**config.mk**
```make
export PLATFORM = sky130hd
export DESIGN_NAME = alu_operand_stage
export DESIGN_NICKNAME = d
export VERILOG_FILES = /design/src/rtl/alu_operand_stage.sv
export SDC_FILE = /design/constraint.sdc
export NUM_CORES = 1
export LEC_CHECK = 0
export ABC_AREA = 1
export BUFFER_PORTS_ARGS = -buffer_cell sky130_fd_sc_hd__buf_4
export CAP_MARGIN = 20
export CORE_AREA = 2 2 117 119
export CTS_CLUSTER_DIAMETER = 50
export DETAILED_ROUTE_END_ITERATION = 8
export DIE_AREA = 0 0 119 121
export GPL_TIMING_DRIVEN = 0
export PLACE_DENSITY_LB_ADDON = 0.05
export REMOVE_ABC_BUFFERS = 1
export SLEW_MARGIN = 20
export SYNTH_ARGS = -nofsm -noshare
export SYNTH_HDL_FRONTEND = slang
export SYNTH_SLANG_ARGS = --single-unit
```
**constraint.sdc**
```tcl
create_clock -name clk -period 3.5 [get_ports clk]
set_input_delay 0.175 -clock clk [delete_from_list [all_inputs] [get_ports clk]]
set_output_delay 0.175 -clock clk [all_outputs]
set_load 0.02 [all_outputs]
```
**src/rtl/alu_operand_stage.sv**
```systemverilog
// -----------------------------------------------------------------------------
// alu_operand_stage
//
// ID/EX pipeline register in front of the MIPS ALU. Captures the decoded
// operands and control each cycle and presents them to the ALU. RAW hazards
// against the EX/MEM and MEM/WB producers are resolved by forwarding. A
// load-use hazard raises id_stall toward decode and inserts one bubble.
// Downstream hold freezes the stage; flush squashes the instruction it holds.
//
// Build option:
//   ALU_FORWARD_EN  defined   : MEM/WB forwarding; only load-use stalls.
//                   undefined : no forwarding; any RAW dependence on a valid
//                               EX, MEM or WB producer stalls decode.
//
// Ports:
//   clk, reset                 clock, synchronous active-high reset
//   id_valid                   decode presents an instruction
//   id_rs_addr, id_rt_addr     source register numbers
//   id_rs_data, id_rt_data     register file read data
//   id_imm16, id_imm_sext      raw immediate, 1 = sign-extend
//   id_use_imm, id_sel         ALU B-operand select, ALU operation code
//   id_dest, id_reg_write      destination register and its write enable
//   id_mem_read                instruction is a load
//   mem_reg_write/dest/result  EX/MEM producer
//   wb_reg_write/dest/result   MEM/WB producer
//   hold, flush                downstream stall, branch squash
//   RSbus, RTbus               forwarded ALU operands
//   Imm, UseImm, SEL           extended immediate, B select, ALU op code
//   ex_valid, ex_dest,
//   ex_reg_write, ex_mem_read  control carried into EX/MEM
//   id_stall                   decode must hold its instruction this cycle
// -----------------------------------------------------------------------------
module alu_operand_stage (
   input  logic        clk,
   input  logic        reset,
   input  logic        id_valid,
   input  logic [4:0]  id_rs_addr,
   input  logic [4:0]  id_rt_addr,
   input  logic [31:0] id_rs_data,
   input  logic [31:0] id_rt_data,
   input  logic [15:0] id_imm16,
   input  logic        id_imm_sext,
   input  logic        id_use_imm,
   input  logic [7:0]  id_sel,
   input  logic [4:0]  id_dest,
   input  logic        id_reg_write,
   input  logic        id_mem_read,
   input  logic        mem_reg_write,
   input  logic [4:0]  mem_dest,
   input  logic [31:0] mem_result,
   input  logic        wb_reg_write,
   input  logic [4:0]  wb_dest,
   input  logic [31:0] wb_result,
   input  logic        hold,
   input  logic        flush,
   output logic [31:0] RSbus,
   output logic [31:0] RTbus,
   output logic [31:0] Imm,
   output logic        UseImm,
   output logic [7:0]  SEL,
   output logic        ex_valid,
   output logic [4:0]  ex_dest,
   output logic        ex_reg_write,
   output logic        ex_mem_read,
   output logic        id_stall
);

   // Registered stage contents
   logic        r_ex_valid;
   logic [4:0]  r_rs_addr;
   logic [4:0]  r_rt_addr;
   logic [31:0] r_rs_val;
   logic [31:0] r_rt_val;
   logic [31:0] r_imm;
   logic        r_use_imm;
   logic [7:0]  r_sel;
   logic [4:0]  r_dest;
   logic        r_reg_write;
   logic        r_mem_read;

   logic [31:0] w_id_rs_val;   // decode operands after forwarding
   logic [31:0] w_id_rt_val;
   logic [31:0] w_imm_ext;
   logic        w_hazard;      // decode instruction must wait one cycle

   // True when the instruction in decode reads register `dest`. The rt field
   // is not a source when the immediate replaces the B operand. $0 never
   // creates a dependence.
   function automatic logic f_reads(input logic [4:0] dest,
                                    input logic [4:0] rs,
                                    input logic [4:0] rt,
                                    input logic       use_imm);
      return (dest != 5'd0) && ((dest == rs) || (!use_imm && (dest == rt)));
   endfunction

`ifdef ALU_FORWARD_EN
   // Operand select: newest producer (MEM) wins over WB, $0 is never bypassed.
   function automatic logic [31:0] f_fwd(input logic [4:0]  addr,
                                         input logic [31:0] regval,
                                         input logic        m_we,
                                         input logic [4:0]  m_dest,
                                         input logic [31:0] m_res,
                                         input logic        w_we,
                                         input logic [4:0]  w_dest,
                                         input logic [31:0] w_res);
      if (addr == 5'd0)
         return regval;
      if (m_we && (m_dest == addr))
         return m_res;
      if (w_we && (w_dest == addr))
         return w_res;
      return regval;
   endfunction

   // The capture path also catches a WB writer retiring in the same cycle
   // the register file was read.
   always_comb begin
      w_id_rs_val = f_fwd(id_rs_addr, id_rs_data, mem_reg_write, mem_dest,
                          mem_result, wb_reg_write, wb_dest, wb_result);
      w_id_rt_val = f_fwd(id_rt_addr, id_rt_data, mem_reg_write, mem_dest,
                          mem_result, wb_reg_write, wb_dest, wb_result);
      RSbus       = f_fwd(r_rs_addr, r_rs_val, mem_reg_write, mem_dest,
                          mem_result, wb_reg_write, wb_dest, wb_result);
      RTbus       = f_fwd(r_rt_addr, r_rt_val, mem_reg_write, mem_dest,
                          mem_result, wb_reg_write, wb_dest, wb_result);
   end

   // Only a load sitting in EX cannot be bypassed in time.
   assign w_hazard = id_valid && r_ex_valid && r_mem_read && r_reg_write &&
                     f_reads(r_dest, id_rs_addr, id_rt_addr, id_use_imm);
`else
   always_comb begin
      w_id_rs_val = id_rs_data;
      w_id_rt_val = id_rt_data;
      RSbus       = r_rs_val;
      RTbus       = r_rt_val;
   end

   // Without bypassing, decode waits until every in-flight writer of a
   // source register has retired past WB.
   assign w_hazard = id_valid &&
                     ((r_ex_valid && r_reg_write &&
                       f_reads(r_dest, id_rs_addr, id_rt_addr, id_use_imm)) ||
                      (mem_reg_write &&
                       f_reads(mem_dest, id_rs_addr, id_rt_addr, id_use_imm)) ||
                      (wb_reg_write &&
                       f_reads(wb_dest, id_rs_addr, id_rt_addr, id_use_imm)));

   // Producer results and stored source numbers only matter when bypassing.
   logic w_unused_fwd;
   assign w_unused_fwd = ^{mem_result, wb_result, r_rs_addr, r_rt_addr};
`endif

   assign w_imm_ext = {{16{id_imm_sext & id_imm16[15]}}, id_imm16};

   always_comb begin
      // NOTE: default assigned first so every path drives id_stall; a missed
      // branch in always_comb would otherwise infer a latch.
      id_stall = 1'b0;
      if (hold)
         id_stall = 1'b1;
      else if (w_hazard && !flush)
         id_stall = 1'b1;
   end

   // Priority: reset > flush > hold > bubble > capture.
   always_ff @(posedge clk) begin
      // NOTE: non-blocking assignments so every register samples the
      // pre-edge values, independent of statement order.
      if (reset) begin
         r_ex_valid  <= 1'b0;
         r_rs_addr   <= 5'd0;
         r_rt_addr   <= 5'd0;
         r_rs_val    <= 32'd0;
         r_rt_val    <= 32'd0;
         r_imm       <= 32'd0;
         r_use_imm   <= 1'b0;
         r_sel       <= 8'h00;
         r_dest      <= 5'd0;
         r_reg_write <= 1'b0;
         r_mem_read  <= 1'b0;
      end else if (flush) begin
         // Control is cleared too so a squashed op never looks like a writer.
         r_ex_valid  <= 1'b0;
         r_reg_write <= 1'b0;
         r_mem_read  <= 1'b0;
      end else if (hold) begin
         // Keep refreshing the operands so a result retiring from WB during
         // the hold is not lost once the producer has left the pipeline.
         r_rs_val <= RSbus;
         r_rt_val <= RTbus;
      end else if (w_hazard) begin
         r_ex_valid  <= 1'b0;
         r_reg_write <= 1'b0;
         r_mem_read  <= 1'b0;
      end else begin
         r_ex_valid  <= id_valid;
         r_rs_addr   <= id_rs_addr;
         r_rt_addr   <= id_rt_addr;
         r_rs_val    <= w_id_rs_val;
         r_rt_val    <= w_id_rt_val;
         r_imm       <= w_imm_ext;
         r_use_imm   <= id_use_imm;
         r_sel       <= id_sel;
         r_dest      <= id_dest;
         r_reg_write <= id_valid && id_reg_write;
         r_mem_read  <= id_valid && id_mem_read;
      end
   end

   assign Imm          = r_imm;
   assign UseImm       = r_use_imm;
   assign SEL          = r_sel;
   assign ex_valid     = r_ex_valid;
   assign ex_dest      = r_dest;
   assign ex_reg_write = r_reg_write;
   assign ex_mem_read  = r_mem_read;

endmodule

```
Word level (Yosys, flattened, before mapping)
Cells that the tools add are included.
- register bits after elaboration: 98
- input port bits: 188
- output and inout bits: 114
- word-level logic and storage cells: 50
- eq/ne operators: 6
- multiplexer cells: 5
- bitwise logic cells: 4
- reductions and logical operators: 26
- operator list (operator ; count):
    equality test 5 bit ; 6
    nonzero test 5 bit ; 3
    logical AND 1 bit ; 14
    logical OR 1 bit ; 5
    2-to-1 mux 1 bit ; 5
    inverter 1 bit ; 3
    AND reduction 3 bit ; 1
    zero test 1 bit ; 2
    OR reduction 2 bit ; 1
    AND 1 bit ; 1

Depth between registers and ports, before layout
Gate-level depths: netlist (run 1).
- depth after elaboration: 11
- depth in mapped cells: 14
- mapped depth without buffers: 12

Least setup slack after synthesis (run 1)
Ideal clock, no wire load.
- path kind: register to output
- from: register r_dest[3] (netlist: ex_dest[3])
- to: output port id_stall
- data arrival time: 1.698 ns
- data required time: 3.325 ns
- setup slack: 1.627 ns
- cell stages (with the launch flop): 13
- buffers on the path: 2
- cell sequence: dfxtp_1 -> inv_1 -> nand2_1 -> nand2_1 -> nor2_1 -> nand3_1 -> nand2_1 -> nand2_1 -> nand3_2 -> nand2_4 -> buf_6 -> buf_6 -> o21bai_1
- longest elaborated chain between the ends: 11
- elaborated cells on any way between the ends: 13
- classes of those cells: eq/ne (2); mux (2); reduce/logical (9)
- RTL lines (what ; RTL line ; text):
    start: declaration ; 77 ; logic [4:0] r_dest;
    start signal: assignment ; 205 ; r_dest <= id_dest;
    equality test 5 bit ; 93 ; return (dest != 5'd0) && ((dest == rs) || (!use_imm && (dest == rt)));
    logical AND 1 bit ; 93 ;
    logical OR 1 bit ; 93 ;
    logical AND 1 bit (*) ; 93 ;
    logical AND 1 bit (*) ; 142 ; ((r_ex_valid && r_reg_write &&
    logical OR 1 bit (*) ; 143 ; f_reads(r_dest, id_rs_addr, id_rt_addr, id_use_imm)) ||
    logical OR 1 bit (*) ; 145 ; f_reads(mem_dest, id_rs_addr, id_rt_addr, id_use_imm)) ||
    logical AND 1 bit (*) ; 141 ; assign w_hazard = id_valid &&
    logical AND 1 bit (*) ; 162 ; else if (w_hazard && !flush)
    2-to-1 mux 1 bit (*) ; 162 ;
    2-to-1 mux 1 bit (*) ; 160 ; if (hold)
    end: declaration ; 65 ; output logic id_stall
Mark *: on every way between the ends. The rest lies on a longest branch, timed or not.

Final worst setup path (run 1)
- from: register r_dest[0] (netlist: ex_dest[0])
- to: register r_rt_val[21] (netlist: RTbus[21])
- longest elaborated chain between the ends: 10
- elaborated cells on any way between the ends: 12
- classes of those cells: eq/ne (2); bitwise (1); reduce/logical (9)
- RTL lines (what ; RTL line ; text):
    equality test 5 bit ; 93 ;
    logical AND 1 bit ; 93 ;
    logical OR 1 bit ; 93 ;
    logical AND 1 bit (*) ; 93 ;
    logical AND 1 bit (*) ; 142 ;
    logical OR 1 bit (*) ; 143 ;
    logical OR 1 bit (*) ; 145 ;
    logical AND 1 bit (*) ; 141 ;
    inverter 1 bit (no line) (*) ; n/a ;
    AND reduction 3 bit (no line) (*) ; n/a ;
    end signal: assignment ; 191 ; r_rt_val <= RTbus;
    end signal: assignment ; 201 ; r_rt_val <= w_id_rt_val;
    end: declaration ; 73 ; logic [31:0] r_rt_val;
Marked as above.
A chain may end at the register's enable or synchronous reset.

==> results.cfg, run 1 <==
[status]
status = complete, no violations

[routing]
vias = 5298
viasPerCell = 4.51
wl_mm = 14.1
dr.pass1.iters = 4
wire_per_inst_um = 12.0
drtIter0Drc = 232
drc_errors = 0
postRouteAntennaNets = 0

[layout]
final_layout_size_suffix_gt1_frac = 0.368
stdcell_area_um2 = 7680
seqCellArea_um2 = 1960
syn_to_final_growth_pct = 33.5
fill_cells = 1347
n_antenna_cell = 0
layout.cells.non_filler = 1174
multi_input_area_um2 = 2710
fin_nets = 1181
utilization = 0.587

[placed_design]
place_area_um2 = 7400
dp_cells = 1158
portBuffers = 237
place_congestion = 0.885
dpl_worst_slack_ps = 1130
hpwlAfterDp_mm = 10.1

[synth]
synthArstFlopShare = 0
yosys.cell_types.count = 24
synth_top_area_cell = dfxtp_1
yosys_warnings = 0
synth_top_area_frac = 0.341
syn_inst = 801
synthTopCellsByArea = dfxtp_1 34%, nand3_2 17%, nand2_1 12%
yosys-top-cells-count = 180 x nand2_1, 118 x inv_1, 115 x nor2_1
synth_seq_area_share = 0.341
avgSynthCellArea_um2 = 7.19
synth_most_common_cell = nand2_1
synth-edff-count = 0
ys_ff_latch = 98
synth_area_um2 = 5760
ys.flop_type = dfxtp_1

[timing]
fin_setup_tns_ps = 0
fin_skew_ps = 6.76
slew_headroom = 0.639
period_needed_ps = 2420
fin_crit_sh = 0.693
rsz0062_at_grt = false
setup-violations-final = 0
fmax_ghz = 0.412
holdWs_ps = 111
slew_viol_final = 0
hold_viol = 0
setup_slack_ps = 1080
tightest_slew_ps = 540

[global_routing]
grt_max_degree = 98
grt_pass1_vias = 4813
global_route.overflow_total = 0
grt_use_total = 0.196
grt_pass1_wl_mm = 23.0
antenna_found_initial = 0

[setup_path]
end_kind = flip-flop
cp.required_ps = 3740
slowest_delay_ps = 460
worstReg2RegStart = ex_dest[0]
crit_buf_inv = 3
cp_top_family = simple AND/OR/NAND/NOR gates
cp_cell_sequence = inv_2 -> nor2_1 -> nor2_1 -> nand3_1 -> nand2_1 -> nand2_1 -> nand3_2 -> nand2_8 -> buf_16 -> buf_16 -> nand3_1 -> nand2_1 -> nor2_1
crit_path_max_fanout = 97
slowest_stage = dfxtp_1
crit_start = ex_dest[0]
crit_type = flip-flop to flip-flop
cp-start-kind = flip-flop
critPathArrivalTime_ps = 2660

[min_path]
hp-start = id_mem_read
hold_class = input pin to flip-flop

[clock_tree]
htreeDepth = 3
clk-insertion-delay-late_ps = 340
clkSinkCount = 98
cts_tree = built
clk_path_buf_depth = 2
hold_buffers = 0
clkTransAtPathRegs_ps = 70
cts_resized = 0
cts_buffers = 9
clockRootBuffer = clkbuf_16
post-cts-setup-buffers = 0

[floorplan]
die_w_um = 119
fp-row-count = 42
core_um2 = 13100
initial_core_util = 0.440
die_h_um = 121
dieArea_um2 = 14400
io_pins = 302

[job]
maxCapViolations = 0

[power]
total_power_mw = 2.93
leakage_nw = 4.05
ir_drop_v = 0.000193
p_per_area_nw_per_um2 = 381
[worst register-to-register path, cell delays in order, from the launching register on]
cell     delay [ps]
dfxtp_1         460
inv_2            70
nor2_1           90
nor2_1           60
nand3_1          70
nand2_1          60
nand2_1          70
nand3_2         140
nand2_8         180
buf_16          350
buf_16          460
nand3_1         200
nand2_1          80
nor2_1           40
[path summary, 6_finish.rpt]
check / endpoint / cells after the start / slack, ps
setup reg to reg: RTbus[21] / 13 / 1080
hold / removal: ex_mem_read / 3 / 110
hold reg to reg: ex_mem_read / 2 / 450
setup / recovery: RTbus[21] / 13 / 1080
[cell families after synthesis]
| logic type | count (synthesis) | synth area share |
|---|---|---|
| AND/OR/NAND/NOR | 407 | 0.375 |
| buffers and inverters | 191 | 0.190 |
| AO/OA/AOI/OAI | 101 | 0.0882 |
| flip-flops | 98 | 0.341 |
| XOR/XNOR | 4 | 0.00609 |
[layout by cell type, fill, tap and decap left out, drive strengths merged, types with 2 or more instances in the layout]
cell,count
buf,248
nand2,181
inv,124
nor2,116
nand3,106
dfxtp,98
a21oi,98
clkbuf,12
xnor2,3
clkinv,3
nand4,2
o21ai,2
[sequential cells by signal (all words and copies together) (netlist names)]
signal / cells
ex_valid: 1
RSbus: 32
SEL: 8
UseImm: 1
ex_reg_write: 1
ex_dest: 5
ex_mem_read: 1
RTbus: 32
Imm: 17
[area by class of cell]
cell class                 instances  share of cell area
clock buffer                      12              0.0334
clock inverter                     4             0.00342
inverter                         124              0.0609
multi-input combinational        512               0.353
sequential                        98               0.255
tap                              176              0.0287
timing repair buffer             248               0.265
[where the power goes]
group          internal [mW]  switching [mW]  leakage, nW  total [mW]
logic                  0.345           0.403         3.10       0.749
clock network          0.520           0.418        0.139       0.938
registers               1.19          0.0474        0.808        1.24
total                   2.06           0.869         4.05        2.93
[layer usage]
layer / track usage / vias up / part of all wire / routed length (um)
li1: - / 2825 / - / -
met1: 0.232 / 2316 / 0.44 / 6190
met2: 0.330 / 146 / 0.47 / 6670
met3: 0.0728 / 11 / 0.079 / 1120
met4: 0.0625 / 0 / 0.012 / 173
met5: 0 / - / 0 / 0
Power figures use the tool's default switching activity.
==> run 2, diff against run 1 <==
- CORE_AREA: 2 2 117 119 -> unset
- CORE_UTILIZATION: unset -> 42
- DIE_AREA: 0 0 119 121 -> unset
- clock period: 3.5 -> 1.97 ns (I/O delays scaled with it)
==> results.cfg, run 2 (synthesized netlist as in run 1, its figures left out) <==
[floorplan]
die_h_um = 119
initial_core_util = 0.433
core_um2 = 13300
dieArea_um2 = 14200
die_w_um = 119
fp-row-count = 42
io_pins = 302

[clock_tree]
clkTransAtPathRegs_ps = 60
cts_buffers = 9
cts_tree = built
htreeDepth = 3
hold_buffers = 0
clk_path_buf_depth = 2
clkSinkCount = 98
clk-insertion-delay-late_ps = 350
clockRootBuffer = clkbuf_16

[timing]
slew_viol_final = 0
tightest_slew_ps = 501
rsz0062_at_grt = true
setup-violations-final = 0
holdWs_ps = 21.0
fin_skew_ps = 8.43
hold_viol = 0
period_needed_ps = 1880
slew_headroom = 0.666
fmax_ghz = 0.532
fin_crit_sh = 0.955
setup_slack_ps = 89.2

[layout]
n_antenna_cell = 0
fin_nets = 1192
multi_input_area_um2 = 2760
final_cell_mix = 242 x buf_4, 177 x nand2_1, 115 x inv_1, 114 x nor2_1, 97 x a21oi_1
utilization = 0.593
syn_to_final_growth_pct = 37.1
final_layout_size_suffix_gt1_frac = 0.388
layout_commonest_cell = buf_4
stdcell_area_um2 = 7890
seqCellArea_um2 = 1980
fill_cells = 1296

[setup_path]
critPathArrivalTime_ps = 1780
crit_type = flip-flop to primary output
end_kind = primary output
crit_path_max_fanout = 5
cp.required_ps = 1870
cp-start-kind = flip-flop

[global_routing]
antenna_found_initial = 0
grt_max_degree = 53
grt_pass1_vias = 5000
grt_pass1_wl_mm = 24.9
global_route.overflow_total = 0
grt_use_total = 0.221

[routing]
dr.pass1.iters = 4
wire_per_inst_um = 13.1
drtIter0Drc = 293
drc_errors = 0
postRouteAntennaNets = 0
viasPerCell = 4.61
vias = 5458
wl_mm = 15.6

[power]
ir_drop_v = 0.000526
p_per_area_nw_per_um2 = 680
leakage_nw = 4.16

[job]
maxCapViolations = 0

[status]
status = complete, no violations

[placed_design]
place_congestion = 0.887
portBuffers = 237
place_area_um2 = 7400
hpwlAfterDp_mm = 10.3
dpl_worst_slack_ps = -523

[min_path]
hold_class = input pin to flip-flop
==> run 2: metrics by stage <==
stage / setup TNS [ps] / std cells / total power [mW]
finish: 0 / 1185 / 5.36
global route: -1310 / 1185 / 5.64
CTS: 0 / 1181 / 5.42
detailed placement: -22100 / 1158 / 3.59
global placement: -259740 / 1147 / 3.56
floorplan: -146370 / 734 / 2.98
==> run 2: final timing paths <==
kind                    start     endpoint  slack, ps  cells after the start
hold / removal    id_mem_read  ex_mem_read         20                      3
hold reg to reg   ex_mem_read  ex_mem_read        460                      2
setup / recovery   ex_dest[3]     id_stall         90                     12
setup reg to reg   ex_dest[3]    RTbus[15]        100                     14
==> run 2: power by group <==
group	switching [mW]	leakage, nW	internal (mW)	total, mW
logic	0.740	3.20	0.637	1.38
clock network	0.788	0.147	0.990	1.78
registers	0.0867	0.811	2.12	2.21
==> run 2: layout make-up <==
cell class,count,share of cell area
Timing Repair Buffer,257,0.275
Clock inverter,6,0.00840
Inverter,124,0.0596
Clock buffer,10,0.0290
Sequential cell,98,0.251
Multi-Input combinational cell,514,0.349
Tap cell,176,0.0279
==> run 2: worst max-delay path: stages, from the launching register on <==
cell and delay [ps]:
dfxtp_4 380, inv_4 40, nand2_1 50, nand2_1 50, nor2_2 110, nand3_1 90, nand2_2 90, nand2_2 70
nand3_4 80, nand2_8 70, buf_6 120, o21bai_1 120, buf_4 150
==> run 2: repair_timing <==
item / CTS / global route
pin swaps: 3 / 9
gates cloned: 4 / 1
buffers inserted: 3 / 3
endpoints found under the setup margin: 65 / 69
gates resized for setup: 8 / 13
==> run 2: routing by layer <==
| layer | track usage | vias to the layer above | routed length [um] |
|---|---|---|---|
| li1 | - | 2851 | - |
| met1 | 0.250 | 2437 | 6470 |
| met2 | 0.382 | 158 | 7530 |
| met3 | 0.0934 | 12 | 1410 |
| met4 | 0.0522 | 0 | 152 |
| met5 | 0 | - | 0 |
